$ cat config.mk
export PLATFORM = sky130hd
export DESIGN_NAME = router_inject_port_flat
export DESIGN_NICKNAME = d
export VERILOG_FILES = /design/src/rtl/router_inject_port_if.sv /design/src/rtl/router_inject_port.sv /design/src/flat_wrapper.sv
export SDC_FILE = /design/constraint.sdc
export NUM_CORES = 1
export LEC_CHECK = 0
export BUFFER_PORTS_ARGS = -buffer_cell sky130_fd_sc_hd__buf_2
export CORE_MARGIN = 2
export CORE_UTILIZATION = 51
export DETAILED_ROUTE_END_ITERATION = 6
export PLACE_DENSITY = 0.9
export SKIP_CTS_REPAIR_TIMING = 1
export SYNTH_ARGS = -nofsm -noshare
export SYNTH_HDL_FRONTEND = slang
export SYNTH_SLANG_ARGS = --single-unit
$ cat constraint.sdc
create_clock -name clk -period 4.4 [get_ports clk]
set_clock_uncertainty 0.05 [all_clocks]
set_input_delay 0.88 -clock clk [delete_from_list [all_inputs] [get_ports clk]]
set_output_delay 0.88 -clock clk [all_outputs]
set_load 0.005 [all_outputs]
$ cat src/rtl/router_inject_port_if.sv
// Terminal handshake, router channel and credit return of router_inject_port.
// ROUTER_INJECT_STATS_EN adds the stat_flits / stat_stalls counters.
interface router_inject_port_if #(
   parameter int FLIT_DATA_WIDTH = 64
);
   logic                       in_valid;
   logic                       in_ready;
   logic [FLIT_DATA_WIDTH-1:0] in_data;
   logic                       in_vc;
   logic                       in_last;
   logic [0:FLIT_DATA_WIDTH+3] channel_out;
   logic [0:1]                 flow_ctrl_in;
   logic                       error;
`ifdef ROUTER_INJECT_STATS_EN
   logic [15:0]                stat_flits;
   logic [15:0]                stat_stalls;
`endif

   modport slave (
      input  in_valid, in_data, in_vc, in_last, flow_ctrl_in,
      output in_ready, channel_out, error
`ifdef ROUTER_INJECT_STATS_EN
      , output stat_flits, stat_stalls
`endif
   );

   modport master (
      output in_valid, in_data, in_vc, in_last, flow_ctrl_in,
      input  in_ready, channel_out, error
`ifdef ROUTER_INJECT_STATS_EN
      , input stat_flits, stat_stalls
`endif
   );
endinterface

$ cat src/rtl/router_inject_port.sv
// Credit-based flit injector for one router input port: frames a terminal stream
// into head/body/tail flits on a locked VC. Optional counters: ROUTER_INJECT_STATS_EN.
module router_inject_port #(
   parameter int FLIT_DATA_WIDTH = 64,
   parameter int CREDITS_PER_VC  = 8
) (
   input  logic                  clk,
   input  logic                  reset,
   router_inject_port_if.slave   port_if
);
   localparam int         CH_W     = FLIT_DATA_WIDTH + 4;
   localparam logic [3:0] CRED_MAX = 4'(CREDITS_PER_VC);

   typedef enum logic [0:0] {
      ST_IDLE = 1'b0,
      ST_BODY = 1'b1
   } state_t;

   state_t           state_r;
   state_t           state_nxt_s;
   logic             cur_vc_r;
   logic             cur_vc_nxt_s;
   logic [3:0]       credit_r      [2];
   logic [3:0]       credit_nxt_s  [2];
   logic [1:0]       ovf_s;
   logic             error_r;
   logic [0:CH_W-1]  channel_r;
   logic [0:CH_W-1]  channel_nxt_s;
   logic             eff_vc_s;
   logic             ready_s;
   logic             accept_s;
   logic             head_s;
   logic             tail_s;
   logic             ret_valid_s;
   logic             ret_vc_s;

   // Returns {overflow, next_count}; a return on a full counter is refused.
   function automatic logic [4:0] credit_step(input logic [3:0] cur,
                                              input logic       send,
                                              input logic       ret,
                                              input logic [3:0] max);
      logic [4:0] res;
      res = {1'b0, cur};
      case ({send, ret})
         2'b10: res = {1'b0, cur - 4'd1};
         2'b01: begin
            if (cur == max) begin
               res = {1'b1, cur};
            end else begin
               res = {1'b0, cur + 4'd1};
            end
         end
         default: res = {1'b0, cur};
      endcase
      return res;
   endfunction

   assign ret_valid_s = port_if.flow_ctrl_in[0];
   assign ret_vc_s    = port_if.flow_ctrl_in[1];
   assign eff_vc_s    = (state_r == ST_BODY) ? cur_vc_r : port_if.in_vc;
   assign ready_s     = !reset && (credit_r[eff_vc_s] != 4'd0);
   assign accept_s    = port_if.in_valid && ready_s;

   // Packet framing FSM: head marks the first flit, VC locks until the tail.
   always_comb begin
      state_nxt_s  = state_r;
      cur_vc_nxt_s = cur_vc_r;
      head_s       = 1'b0;
      tail_s       = port_if.in_last;
      case (state_r)
         ST_IDLE: begin
            head_s = 1'b1;
            if (accept_s) begin
               cur_vc_nxt_s = port_if.in_vc;
               if (port_if.in_last) begin
                  state_nxt_s = ST_IDLE;
               end else begin
                  state_nxt_s = ST_BODY;
               end
            end else begin
               state_nxt_s = ST_IDLE;
            end
         end
         ST_BODY: begin
            if (accept_s && port_if.in_last) begin
               state_nxt_s = ST_IDLE;
            end else begin
               state_nxt_s = ST_BODY;
            end
         end
         default: begin
            state_nxt_s = ST_IDLE;
         end
      endcase
   end

   // Per-VC credit accounting; send and return in one cycle cancel out.
   always_comb begin
      for (int v = 0; v < 2; v++) begin
         {ovf_s[v], credit_nxt_s[v]} = credit_step(credit_r[v],
                                                   accept_s && (eff_vc_s == 1'(v)),
                                                   ret_valid_s && (ret_vc_s == 1'(v)),
                                                   CRED_MAX);
      end
   end

   // Next channel word; vc/data hold their last value on idle cycles.
   always_comb begin
      channel_nxt_s      = channel_r;
      channel_nxt_s[0:2] = 3'b000;
      if (accept_s) begin
         channel_nxt_s[0]        = 1'b1;
         channel_nxt_s[1]        = head_s;
         channel_nxt_s[2]        = tail_s;
         channel_nxt_s[3]        = eff_vc_s;
         channel_nxt_s[4:CH_W-1] = port_if.in_data;
      end else begin
         channel_nxt_s[3:CH_W-1] = channel_r[3:CH_W-1];
      end
   end

   // State, credit, channel and sticky error registers.
   always_ff @(posedge clk) begin
      if (reset) begin
         state_r     <= ST_IDLE;
         cur_vc_r    <= 1'b0;
         credit_r[0] <= CRED_MAX;
         credit_r[1] <= CRED_MAX;
         error_r     <= 1'b0;
         channel_r   <= {CH_W{1'b0}};
      end else begin
         state_r     <= state_nxt_s;
         cur_vc_r    <= cur_vc_nxt_s;
         credit_r[0] <= credit_nxt_s[0];
         credit_r[1] <= credit_nxt_s[1];
         error_r     <= error_r | (|ovf_s);
         channel_r   <= channel_nxt_s;
      end
   end

   assign port_if.in_ready    = ready_s;
   assign port_if.channel_out = channel_r;
   assign port_if.error       = error_r;

`ifdef ROUTER_INJECT_STATS_EN
   logic [15:0] stat_flits_r;
   logic [15:0] stat_stalls_r;

   // Activity counters with natural 16-bit wrap.
   always_ff @(posedge clk) begin
      if (reset) begin
         stat_flits_r  <= 16'd0;
         stat_stalls_r <= 16'd0;
      end else begin
         if (accept_s) begin
            stat_flits_r <= stat_flits_r + 16'd1;
         end
         if (port_if.in_valid && !ready_s) begin
            stat_stalls_r <= stat_stalls_r + 16'd1;
         end
      end
   end

   assign port_if.stat_flits  = stat_flits_r;
   assign port_if.stat_stalls = stat_stalls_r;
`endif
endmodule

$ cat src/flat_wrapper.sv
// flat-port wrapper written by rule: the top's interface ports become plain ports
module router_inject_port_flat 
#(
   parameter int FLIT_DATA_WIDTH = 64,
   parameter int CREDITS_PER_VC  = 8
)
  (clk, reset, port_if_in_valid, port_if_in_data, port_if_in_vc, port_if_in_last, port_if_flow_ctrl_in, port_if_in_ready, port_if_channel_out, port_if_error);
  router_inject_port_if #(.FLIT_DATA_WIDTH(FLIT_DATA_WIDTH)) port_if_i ();
  input  logic clk;
  input  logic reset;
  input wire logic [$bits(port_if_i.in_valid)-1:0] port_if_in_valid;
  input wire logic [$bits(port_if_i.in_data)-1:0] port_if_in_data;
  input wire logic [$bits(port_if_i.in_vc)-1:0] port_if_in_vc;
  input wire logic [$bits(port_if_i.in_last)-1:0] port_if_in_last;
  input wire logic [$bits(port_if_i.flow_ctrl_in)-1:0] port_if_flow_ctrl_in;
  output wire logic [$bits(port_if_i.in_ready)-1:0] port_if_in_ready;
  output wire logic [$bits(port_if_i.channel_out)-1:0] port_if_channel_out;
  output wire logic [$bits(port_if_i.error)-1:0] port_if_error;
  assign port_if_i.in_valid = port_if_in_valid;
  assign port_if_i.in_data = port_if_in_data;
  assign port_if_i.in_vc = port_if_in_vc;
  assign port_if_i.in_last = port_if_in_last;
  assign port_if_i.flow_ctrl_in = port_if_flow_ctrl_in;
  assign port_if_in_ready = port_if_i.in_ready;
  assign port_if_channel_out = port_if_i.channel_out;
  assign port_if_error = port_if_i.error;
  router_inject_port #(.FLIT_DATA_WIDTH(FLIT_DATA_WIDTH), .CREDITS_PER_VC(CREDITS_PER_VC)) u_core (.clk(clk), .reset(reset), .port_if(port_if_i));
endmodule
==> impl_metrics.tcl <==
set metrics [dict create \
    status "complete, no violations" \
    finalMaxSlewViolations 0 \
    cts_sinks 79 \
    path_max_fanout 35 \
    syn_inst 333 \
    fmax_mhz 294 \
    htree_levels 3 \
    rsz0062_at_grt "no" \
    antenna_left 0 \
    placed_area_sq_um 4020 \
    finalSetupTns_ps 0 \
    max_stage_delay_ps 350 \
    ys_top_cells_by_count "dfxtp_1 (79), and3_1 (67), a31o_2 (44)" \
    p_leak_uw 0.00221 \
    synth_flop_cell "dfxtp_1" \
    clk_latency_ps 330 \
    tightest_slew_ps 1100 \
    clk_pin_slew_ps 80 \
    syn_area_per_cell_sq_um 9.90 \
    pwr_density_cell_nw_per_um2 384 \
    synth_top_area_share_pct 48.0 \
    worstPathArrival_ps 3590 \
    synthDistinctLibCells 38 \
    core-area_sq_um 6310 \
    routed_wl_microns 8170 \
    critPathLaunchType "input port" \
    whs_ps 423 \
    post-route-min-period_ps 3400 \
    max_slew_margin_pct 26.6 \
    hold_viol_final 0 \
    crit_slowest_cell "mux2i_2" \
    final.setup.worst_slack_ps 998 \
    first_iter_violations 165 \
    numCtsBuffers 9 \
    end_kind "flip-flop" \
    path_class "in -> reg" \
    overflow 0 \
    die_h_microns 84.4 \
    drc_errors 0 \
    area_growth_pct 27.5 \
    yosysSeqAreaShare_pct 48.0 \
    synth_nets 412 \
    drive_above_1_share_pct 45.0 \
    grt_max_degree 67 \
    cts_tree "yes" \
    vias 3106 \
    clockBufferDepth 2 \
    start_util_pct 52.2 \
    crit_chain "buf_2 > mux2i_2 > mux2i_4 > buf_4 > and3_1 > inv_1 > ha_1 > and4b_1 > o21bai_1 > a311o_1 > a221oi_1" \
    setup_violations 0 \
    finalInstanceArea_sq_um 4210 \
    layout.nets 538 \
    post-place-ws_ps 693 \
    crit_buf_inv 3 \
    grt_pass1_wl_microns 13200 \
    port_buffers 140 \
    io_pins 141 \
    max-vdd-ir-drop_v 0.000248 \
    async_reset_ff_share_pct 0 \
    ys_ff_latch 79 \
    track_usage_pct 22.6 \
    yosysMostFrequentCell "dfxtp_1" \
    required_ps 4590 \
    grt_pass1_vias 3038 \
    dieArea_sq_um 7130 \
    row_count 29 \
    netlist_top_cells_area "dfxtp_1 (48%), and3_1 (13%), a31o_2 (12%)" \
    root_buffer "clkbuf_8" \
    finalCritPeriodShare_pct 77.3 \
    cp_top_family "compound AO/OA/AOI/OAI gates" \
    synth_warnings 0 \
    dr.pass1.iters 5 \
    hold_class "reg -> reg" \
    routedWlPerCell_microns 15.1 \
    netlist_area_sq_um 3300 \
    diodes 0 \
    gp_congestion 0.854 \
    fin_util_pct 66.6 \
    dp_hpwl_microns 5550 \
    maxCapViolCount 0 \
    antenna_found_initial 0 \
    synth.largest_area_cell "dfxtp_1" \
    die_w_microns 84.4 \
    synth_enable_flop_cells 0 \
    via_per_inst 5.74 \
]
-- placed cells by master (no fill, tap or decap), types with 2 or more instances in the layout --
cell type / instances
clkbuf_8: 9
buf_4: 5
nand3_1: 2
mux2i_1: 3
clkinvlp_4: 2
a21oi_1: 9
clkbuf_1: 2
ha_1: 8
dfxtp_1: 79
a31o_1: 20
o21ai_0: 3
buf_2: 140
or3_1: 2
o41ai_1: 2
nand2_1: 9
inv_1: 12
a311o_1: 2
nor4_1: 2
a31o_2: 44
nand2b_1: 4
and3_1: 67
nor3_1: 5
o21bai_1: 2
nor2_1: 9
-- stage by stage --
step                cells  power, uW
finish                541       1610
global route          541       1690
CTS                   541       1630
detailed placement    525       1110
global placement      525       1100
floorplan             333        989
-- state kept, by name, indices dropped and copies added (netlist names), named ones only --
name                        count
u_core.credit_r                 8
u_core.cur_vc_r                 1
u_core.port_if.channel_out     68
u_core.port_if.error            1
-- power breakdown --
| part | switching [uW] | internal, uW |
|---|---|---|
| logic | 138 | 143 |
| registers | 35.2 | 778 |
| clock network | 256 | 263 |
-- logic make-up after synthesis --
family	after synthesis	share of synthesized area (%)
mux	6	2.09
simple gates	107	18.9
fa+ha+maj	8	3.04
buf+inv	43	5.54
flops	79	48.0
compound gates	90	22.5
-- final cells by class --
cell class	instances	area, sq um
Timing Repair Buffer	145	738
Multi-Input combinational cell	211	1550
Clock inverter	5	58.8
Inverter	13	48.8
Tap cell	77	96.3
Sequential cell	79	1580
Clock buffer	11	131
Fill cell	527	2110
-- worst register-to-register path: cells and delay by family (launching register included) --
kind	cells	cell delay [ps]
AO/OA/AOI/OAI	3	810
adder cells (fa/ha/maj)	1	250
buffers and inverters	2	370
flip-flops	1	440
multiplexers	2	760
AND/OR/NAND/NOR	2	500
-- metal layers --
metal,wire length [microns],part of all wire [%],track usage (%)
met1,3540,43,25.6
met4,137,1.7,9.81
met5,0,0,0
met2,3950,48,39.9
met3,543,6.6,6.39
-- final timing paths --
kind	start	endpoint	slack (ps)	cells past startpoint
min reg2reg	u_core.port_if.channel_out[24]	u_core.port_if.channel_out[24]	420	1
max reg2reg	flip-flop	u_core.credit_r[0][2]	1140	10
min	u_core.port_if.channel_out[24]	u_core.port_if.channel_out[24]	420	1
max	port_if_in_vc	u_core.credit_r[0][2]	1000	11
No activity file was read; power rests on OpenSTA's default activity.
